$ cat src/rtl/color_route_pkg.sv
// Shared constants and types for the colour routing filter.
// Covers mode encodings, the permutation index type and the phase-advance helper.
package color_route_pkg;

    localparam int unsigned MODE_W   = 4;
    localparam int unsigned PERM_W   = 3;
    localparam int unsigned NUM_PERM = 6;
    localparam int unsigned CNT_W    = 10;

    typedef logic [MODE_W-1:0] mode_t;
    typedef logic [PERM_W-1:0] perm_idx_t;

    localparam mode_t MODE_PASS = 4'd0;
    localparam mode_t MODE_P1   = 4'd1;
    localparam mode_t MODE_P5   = 4'd5;
    localparam mode_t MODE_GRAY = 4'd6;
    localparam mode_t MODE_INV  = 4'd7;
    localparam mode_t MODE_AUTO = 4'd8;

    // Next auto-cycle permutation, wrapping after the last one.
    function automatic perm_idx_t next_perm(input perm_idx_t p);
        return (p == perm_idx_t'(NUM_PERM - 1)) ? '0 : p + perm_idx_t'(1);
    endfunction

endpackage

$ cat src/rtl/color_route_mux.sv
// Combinational channel router.
// Applies the permutation, grayscale or invert transform for one pixel.
module color_route_mux
    import color_route_pkg::*;
#(
    parameter int unsigned DATA_W = 10
) (
    input  mode_t             i_mode,
    input  perm_idx_t         i_phase,
    input  logic [DATA_W-1:0] i_red,
    input  logic [DATA_W-1:0] i_green,
    input  logic [DATA_W-1:0] i_blue,
    output logic [DATA_W-1:0] o_red_c,
    output logic [DATA_W-1:0] o_green_c,
    output logic [DATA_W-1:0] o_blue_c
);

    logic [DATA_W+1:0] w_luma_sum;
    perm_idx_t         w_perm;

    assign w_luma_sum = (DATA_W+2)'(i_red) + (DATA_W+2)'({i_green, 1'b0}) + (DATA_W+2)'(i_blue);

    // Fixed modes pick their own permutation; auto-cycle follows the phase.
    always_comb begin
        w_perm = '0;
        if (i_mode >= MODE_P1 && i_mode <= MODE_P5) begin
            w_perm = perm_idx_t'(i_mode);
        end else if (i_mode == MODE_AUTO) begin
            w_perm = i_phase;
        end
    end

    always_comb begin
        o_red_c   = i_red;
        o_green_c = i_green;
        o_blue_c  = i_blue;
        if (i_mode == MODE_GRAY) begin
            o_red_c   = w_luma_sum[DATA_W+1:2];
            o_green_c = w_luma_sum[DATA_W+1:2];
            o_blue_c  = w_luma_sum[DATA_W+1:2];
        end else if (i_mode == MODE_INV) begin
            o_red_c   = ~i_red;
            o_green_c = ~i_green;
            o_blue_c  = ~i_blue;
        end else begin
            case (w_perm)
                3'd1: begin o_green_c = i_blue;  o_blue_c  = i_green; end
                3'd2: begin o_red_c   = i_blue;  o_blue_c  = i_red;   end
                3'd3: begin o_red_c   = i_blue;  o_green_c = i_red;   o_blue_c = i_green; end
                3'd4: begin o_red_c   = i_green; o_green_c = i_blue;  o_blue_c = i_red;   end
                3'd5: begin o_red_c   = i_green; o_green_c = i_red;   end
                default: ;
            endcase
        end
    end

endmodule

$ cat src/rtl/color_route_filter.sv
// Frame-synchronous colour routing filter with a two-stage pixel pipeline.
// Mode and auto-cycle phase change only on start-of-frame.
module color_route_filter
    import color_route_pkg::*;
#(
    parameter int unsigned DATA_W       = 10,
    parameter int unsigned CYCLE_FRAMES = 60
) (
    input  logic              iCLK,
    input  logic              iRST,
    input  logic [3:0]        iMODE,
    input  logic              iSOF,
    input  logic              iDVAL,
    input  logic [DATA_W-1:0] iRed,
    input  logic [DATA_W-1:0] iGreen,
    input  logic [DATA_W-1:0] iBlue,
    output logic [DATA_W-1:0] oRed,
    output logic [DATA_W-1:0] oGreen,
    output logic [DATA_W-1:0] oBlue,
    output logic              oDVAL,
    output logic [3:0]        oMODE,
    output logic [2:0]        oPHASE
);

    localparam logic [CNT_W-1:0] CNT_LAST = CNT_W'(CYCLE_FRAMES - 1);

    mode_t             r_mode,  w_mode_nxt;
    perm_idx_t         r_phase, w_phase_nxt;
    logic [CNT_W-1:0]  r_cnt,   w_cnt_nxt;

    logic              r_s1_v;
    mode_t             r_s1_mode;
    perm_idx_t         r_s1_phase;
    logic [DATA_W-1:0] r_s1_red, r_s1_green, r_s1_blue;

    logic              r_s2_v;
    logic [DATA_W-1:0] r_s2_red, r_s2_green, r_s2_blue;
    logic [DATA_W-1:0] w_mux_red, w_mux_green, w_mux_blue;

    // Frame-boundary control: latch mode, run the auto-cycle frame counter.
    always_comb begin
        w_mode_nxt  = r_mode;
        w_phase_nxt = r_phase;
        w_cnt_nxt   = r_cnt;
        if (iSOF) begin
            w_mode_nxt = mode_t'(iMODE);
            if (mode_t'(iMODE) == MODE_AUTO) begin
                if (r_mode != MODE_AUTO) begin
                    w_cnt_nxt   = '0;
                    w_phase_nxt = '0;
                end else if (r_cnt == CNT_LAST) begin
                    w_cnt_nxt   = '0;
                    w_phase_nxt = next_perm(r_phase);
                end else begin
                    w_cnt_nxt = r_cnt + CNT_W'(1);
                end
            end
        end
    end

    always_ff @(posedge iCLK or posedge iRST) begin
        if (iRST) begin
            r_mode  <= '0;
            r_phase <= '0;
            r_cnt   <= '0;
        end else begin
            r_mode  <= w_mode_nxt;
            r_phase <= w_phase_nxt;
            r_cnt   <= w_cnt_nxt;
        end
    end

    // Stage 1 captures the pixel with the mode/phase in force for it.
    always_ff @(posedge iCLK or posedge iRST) begin
        if (iRST) begin
            r_s1_v     <= 1'b0;
            r_s1_mode  <= '0;
            r_s1_phase <= '0;
            r_s1_red   <= '0;
            r_s1_green <= '0;
            r_s1_blue  <= '0;
        end else begin
            r_s1_v <= iDVAL;
            if (iDVAL) begin
                r_s1_mode  <= w_mode_nxt;
                r_s1_phase <= w_phase_nxt;
                r_s1_red   <= iRed;
                r_s1_green <= iGreen;
                r_s1_blue  <= iBlue;
            end
        end
    end

    color_route_mux #(
        .DATA_W (DATA_W)
    ) u_mux (
        .i_mode    (r_s1_mode),
        .i_phase   (r_s1_phase),
        .i_red     (r_s1_red),
        .i_green   (r_s1_green),
        .i_blue    (r_s1_blue),
        .o_red_c   (w_mux_red),
        .o_green_c (w_mux_green),
        .o_blue_c  (w_mux_blue)
    );

    always_ff @(posedge iCLK or posedge iRST) begin
        if (iRST) begin
            r_s2_v     <= 1'b0;
            r_s2_red   <= '0;
            r_s2_green <= '0;
            r_s2_blue  <= '0;
        end else begin
            r_s2_v <= r_s1_v;
            if (r_s1_v) begin
                r_s2_red   <= w_mux_red;
                r_s2_green <= w_mux_green;
                r_s2_blue  <= w_mux_blue;
            end
        end
    end

    assign oRed   = r_s2_red;
    assign oGreen = r_s2_green;
    assign oBlue  = r_s2_blue;
    assign oDVAL  = r_s2_v;
    assign oMODE  = r_mode;
    assign oPHASE = r_phase;

endmodule
$ cat config.mk
export PLATFORM = sky130hd
export DESIGN_NAME = color_route_filter
export DESIGN_NICKNAME = d
export VERILOG_FILES = /design/src/rtl/color_route_pkg.sv /design/src/rtl/color_route_mux.sv /design/src/rtl/color_route_filter.sv
export SDC_FILE = /design/constraint.sdc
export NUM_CORES = 1
export LEC_CHECK = 0
export CAP_MARGIN = 5
export CORE_MARGIN = 2
export CORE_UTILIZATION = 40
export DETAILED_ROUTE_END_ITERATION = 12
export PLACE_DENSITY = 0.61
export SLEW_MARGIN = 25
export SYNTH_ARGS = -nofsm -noshare
export SYNTH_HDL_FRONTEND = slang
export SYNTH_SLANG_ARGS = --single-unit
export TNS_END_PERCENT = 1
$ cat constraint.sdc
create_clock -name iCLK -period 5.5 [get_ports iCLK]
set_clock_uncertainty 0.05 [all_clocks]
set_input_delay 0.825 -clock iCLK [delete_from_list [all_inputs] [get_ports iCLK]]
set_output_delay 0.825 -clock iCLK [all_outputs]
set_load 0.03 [all_outputs]
# [Word-level counts from Yosys, hierarchy flattened]
# Index checks and enable logic that the tools add are counted.
[totals] register_bits=86 inputBits=38
[op_classes] add_sub_neg=4 n_lt_le_gt_ge=2 n_eq_ne=12 mux=19 n_bitwise=3 n_reduce_logical=8
[op_table] cell="10-bit 2-to-1 mux" n=8
[op_table] cell="10-bit one-hot mux with 2 select lines" n=3
[op_table] cell="10-bit NOT" n=3
[op_table] cell="3-bit 2-to-1 mux" n=7
[op_table] cell="10-bit by 11-bit adder with 12-bit output" n=1
[op_table] cell="12-bit by 10-bit adder with 12-bit output" n=1
[op_table] cell="2-bit OR reduction" n=6
[op_table] cell="10-bit by 1-bit adder with 10-bit output, second input constant" n=1
[op_table] cell="10-bit by 6-bit equality test with 1-bit output, second input constant" n=1
[op_table] cell="3-bit equality test, second input constant" n=3
[op_table] cell="4-bit by 3-bit equality test with 1-bit output, second input constant" n=2
[op_table] cell="4-bit equality test, second input constant" n=2
[op_table] cell="3-bit by 2-bit equality test with 1-bit output, second input constant" n=2
[op_table] cell="4-bit by 1-bit >= comparator with 1-bit output, second input constant" n=1
[op_table] cell="4-bit by 3-bit less-or-equal comparator with 1-bit output, second input constant" n=1
[op_table] cell="4-bit 2-to-1 mux" n=1
[op_table] cell="4-bit != test, second input constant" n=1
[op_table] cell="3-bit by 1-bit adder with 3-bit output, second input constant" n=1
[op_table] cell="3-bit by 1-bit equality test with 1-bit output, second input constant" n=1
[op_table] cell="2-bit AND reduction" n=1
[op_table] cell="1-bit logical AND" n=1

# [Longest topological paths before layout]
[depth] ltp_word=8 mapped_depth=8 ltp_nobuf=8

# [Modules after synthesis]
# Synthesis repeated with hierarchy kept, for this count alone.
[hier_totals] hier_cells=485 hier_area_um2=5173.7
[modules_own_cells] mod="color_route_filter" n_inst=1 cells_each=246 area_each_um2=3423.3
[modules_own_cells] mod="color_route_mux" n_inst=1 cells_each=239 area_each_um2=1750.4

# [Worst setup path after synthesis]
# Ideal clock, no wire load.
[synth_path] kind="register -> register" startpoint="register r_s1_red[1]" endpoint="register r_s2_green[5] (netlist: oGreen[5])" setup_ns=0.126 t_arrival_ns=2.560 required_time_ns=5.324 slack_ns=2.764 stages_incl_launch_ff=9 path_buffers=0 period_less_slack_ns=2.736 cell_sequence="dfrtp_1 > fa_1 > and3_1 > fa_1 > a211oi_1 > o21ai_0 > nand4b_1 > o311ai_1 > o32a_1"
[synth_via] elab_chain_cells=3
[synth_rtl] item="start: declaration" line_no="color_route_filter.sv:34" source="logic [DATA_W-1:0] r_s1_red, r_s1_green, r_s1_blue;"
[synth_rtl] item="start signal: assignment" line_no="color_route_filter.sv:87" source="r_s1_red <= iRed;"
[synth_rtl] item="10-bit by 11-bit adder with 12-bit output" line_no="color_route_mux.sv:21" source="assign w_luma_sum = (DATA_W+2)'(i_red) + (DATA_W+2)'({i_green, 1'b0}) + (DATA_W+2)'(i_blue);"
[synth_rtl] item="12-bit by 10-bit adder with 12-bit output" line_no="color_route_mux.sv:21"
[synth_rtl] item="10-bit 2-to-1 mux" line_no="color_route_mux.sv:37" source="if (i_mode == MODE_GRAY) begin"
[synth_rtl] item="end signal: assignment" line_no="color_route_filter.sv:117" source="r_s2_green <= w_mux_green;"
[synth_rtl] item="end: declaration" line_no="color_route_filter.sv:37" source="logic [DATA_W-1:0] r_s2_red, r_s2_green, r_s2_blue;"
# No other way between the ends.
# A chain may end at the register's enable or synchronous reset.

# [Worst setup path in the final report]
[layout_path] startpoint="register r_s1_red[2]" endpoint="register r_s2_green[6] (netlist: oGreen[6])"
# The elaborated chain is that of the path after synthesis.

==> results by group <==
Outcome
  – Status: complete, no violations

Synthesis
  – Main synth FF type: dfrtp_1
  – Post-Syn Instances: 530
  – Syn avg cell area: 9.86 um^2
  – Synth top area share: 41.2%
  – Post-Syn Area: 5230 um^2
  – Post-Syn Nets: 588
  – Synth top cells by count: dfrtp_1, nand2_1, o21ai_0, nor2_1, mux2_2
  – Top-count cell post-synth: dfrtp_1
  – Post-synthesis sequential area ratio: 41.2%
  – Warnings from Yosys: 0
  – Synth top area cells: dfrtp_1, mux2_2, o21ai_0
  – Post-synth EDFFs: 0
  – Async S/R FF share, synth: 100%
  – Cell variety after synth: 67
  – Post-synth top area cell: dfrtp_1
  – FF+latch count, synth: 86

Floorplanning
  – # rows: 41
  – Initial core utilization: 41.3%
  – I/O Pins: 76
  – Die width: 118 um
  – Core area: 12700 um^2
  – Die height: 118 um
  – Die area: 14000 um^2

STA
  – Final Max Tran Viols: 0
  – Tmin final: 3140 ps
  – FMAX: 319 MHz
  – Final hold vios: 0
  – RSZ-0062 raised after global routing: no
  – Worst slew margin: 34.1%
  – Part of the cycle the worst path needs: 57.0%
  – Worst Tran Pin Value: 984 ps
  – Hold_ws: 458 ps
  – Setup TNS: 0 ps
  – Final setup fails: 0
  – Slack of the critical path: 2360 ps

Worst setup path
  – Max FO, Critical Path: 6
  – WS Path Type: flop to flop
  – CP Capture Type: flop
  – WP data required: 5640 ps
  – CP top delay family: adder cells
  – Crit start category: flop
  – CP max-delay cell: nor4_1
  – CP peak stage delay: 670 ps
  – Critical path buffers and inverters: 0
  – Worst path cell trace: fa_1 > ha_1 > a41o_1 > o22ai_1 > nor4_1 > nor4_1 > o22ai_1
  – Worst Path Arrival: 3280 ps

CTS
  – CTS Buf Count: 9
  – H-tree Lvls: 3
  – TritonCTS clock tree: built
  – Hold buffer count at cts: 0
  – Max clock buf depth: 2
  – Clk slew on worst S/H paths: 60 ps
  – Post-CTS setup buffer count: 0
  – Worst-Skew Late Latency: 350 ps
  – PostCTS Resize Cnt: 0
  – CTS root buffer: clkbuf_16
  – Clock Sinks: 86

Drt
  – WL/cell: 19.3 um
  – Via/cell ratio: 5.92
  – Remaining DRCs: 0
  – Final wirelength: 14800 um
  – Pre-antenna DRT Iters: 5
  – Via count: 4538
  – DRT iter0 DRCs: 406
  – Post-DRT Antenna Nets: 0

Final layout
  – Area growth, synth to finish: 23.0%
  – Layout cells sized above 1: 11.3%
  – Final net count: 648
  – Diodes inserted: 0

GRT
  – Total track usage: 21.9%
  – Vias in the first global route: 4471
  – Grt met2 use: 32.5%
  – Maximum number of pins on one net before global-route repair: 48
  – First-pass GRT wire length: 24100 um
  – Met3 Use GR: 5.26%
  – Met1 usage: 30.8%
  – Total global routing overflow: 0
  – Initial antenna violation count: 0
  – Top Usage Layer GRT: met2

Place
  – GPL Wtd Cong: 0.937
  – Port Buffers: 75
  – Post-Place Worst Slack: 2450 ps
  – Post-DP HPWL: 10300 um

Power and ir drop
  – Final Power: 0.00241 W
  – Leakage power: 2.55 nW
  – Power Density: 374 nW/um^2
  – Peak supply drop: 0.000169 V

Flow run
  – Max cap viols: 0

Min path
  – Hold Path Class: flop to flop
[worst register-to-register path, cell delays in order, from the launching register on]
cell and delay (ps):
dfrtp_1 470, fa_1 560, ha_1 320, a41o_1 270
o22ai_1 360, nor4_1 100, nor4_1 670, o22ai_1 190
[metal layers]
metal | up-vias | routed length, um
met4 | 0 | 320
met5 | - | 0
li1 | 2121 | -
met3 | 23 | 1010
met2 | 180 | 6510
met1 | 2214 | 6930
[registers in the layout (all words and copies together) (netlist names), 3 cells and up]
register / flops
oBlue: 10
oGreen: 10
oRed: 10
r_cnt: 10
r_s1_blue: 10
r_s1_green: 10
r_s1_red: 10
oMODE: 4
r_s1_mode: 4
oPHASE: 3
r_s1_phase: 3
[final cells by class]
type,count,area (um^2)
flip-flops and latches,86,2150
multi-input cells,400,2880
well taps,172,215
clock buffers,10,239
repair buffers,79,778
inverters,14,53.8
fillers,1158,6240
clock inverters,6,109
[worst paths after layout]
path                                         start                    end  slack [ps]  cells past startpoint
setup / recovery           r_s1_red[2]$_DFFE_PP0P_  oGreen[6]$_DFFE_PP0P_        2360                      7
min in group asynchronous                     iRST    oRed[4]$_DFFE_PP0P_         830                      2
hold reg to reg               oBlue[9]$_DFFE_PP0P_   oBlue[9]$_DFFE_PP0P_         460                      1
hold / removal                oBlue[9]$_DFFE_PP0P_   oBlue[9]$_DFFE_PP0P_         460                      1
max in group asynchronous                     iRST  oGreen[9]$_DFFE_PP0P_        3540                      3
setup reg to reg           r_s1_red[2]$_DFFE_PP0P_  oGreen[6]$_DFFE_PP0P_        2360                      7
[layout by cell type, fill, tap and decap left out, types with 4 or more instances in the layout]
| cell | n |
|---|---|
| o32a_1 | 4 |
| and3_1 | 10 |
| a21oi_1 | 22 |
| nor3_1 | 8 |
| xnor2_1 | 5 |
| dfrtp_1 | 86 |
| a221oi_1 | 8 |
| fa_1 | 10 |
| nand3_1 | 8 |
| nor2_1 | 36 |
| ha_1 | 10 |
| o22a_1 | 6 |
| nand2_1 | 45 |
| a211oi_1 | 8 |
| inv_1 | 12 |
| a22oi_1 | 13 |
| buf_4 | 5 |
| o22ai_1 | 7 |
| xor2_1 | 7 |
| nand2b_1 | 8 |
| clkbuf_16 | 9 |
| mux2_2 | 32 |
| a21o_1 | 9 |
| o21ai_0 | 45 |
| nor3b_1 | 12 |
| clkdlybuf4s50_1 | 74 |
| or2_2 | 5 |
| o211ai_1 | 5 |
| o31a_1 | 6 |
| nor4b_1 | 4 |
| a32o_1 | 4 |
| a31oi_1 | 14 |
[power breakdown]
group / leakage [nW] / total (W) / switching, W / internal (W)
combinational: 1.34 / 0.000872 / 0.000505 / 0.000367
clock: 0.172 / 0.000703 / 0.000248 / 0.000455
sequential: 1.03 / 0.000833 / 0.000109 / 0.000724
total: 2.55 / 0.00241 / 0.000862 / 0.00155
[through the flow]
stage          utilization [%]  std cells  cell area (um^2)
2_1_floorplan                -        530              5230
3_3_place_gp              48.0        751              6080
3_5_place_dp              48.0        751              6080
4_1_cts                   50.7        767              6430
5_1_grt                   50.7        767              6430
6_report                  50.7        767              6430
[kinds of logic (layout without fill, tap and decap cells)]
family | count (synthesis) | after routing | synth area share, %
multiplexers | 32 | 32 | 6.89
flip-flops | 86 | 86 | 41.2
adder cells (fa/ha/maj) | 20 | 20 | 6.22
AO/OA/AOI/OAI | 179 | 179 | 24.1
buffers and inverters | 44 | 109 | 3.69
AND/OR/NAND/NOR | 157 | 157 | 15.9
XOR/XNOR | 12 | 12 | 2.01
(Power assumes the default switching activity.)
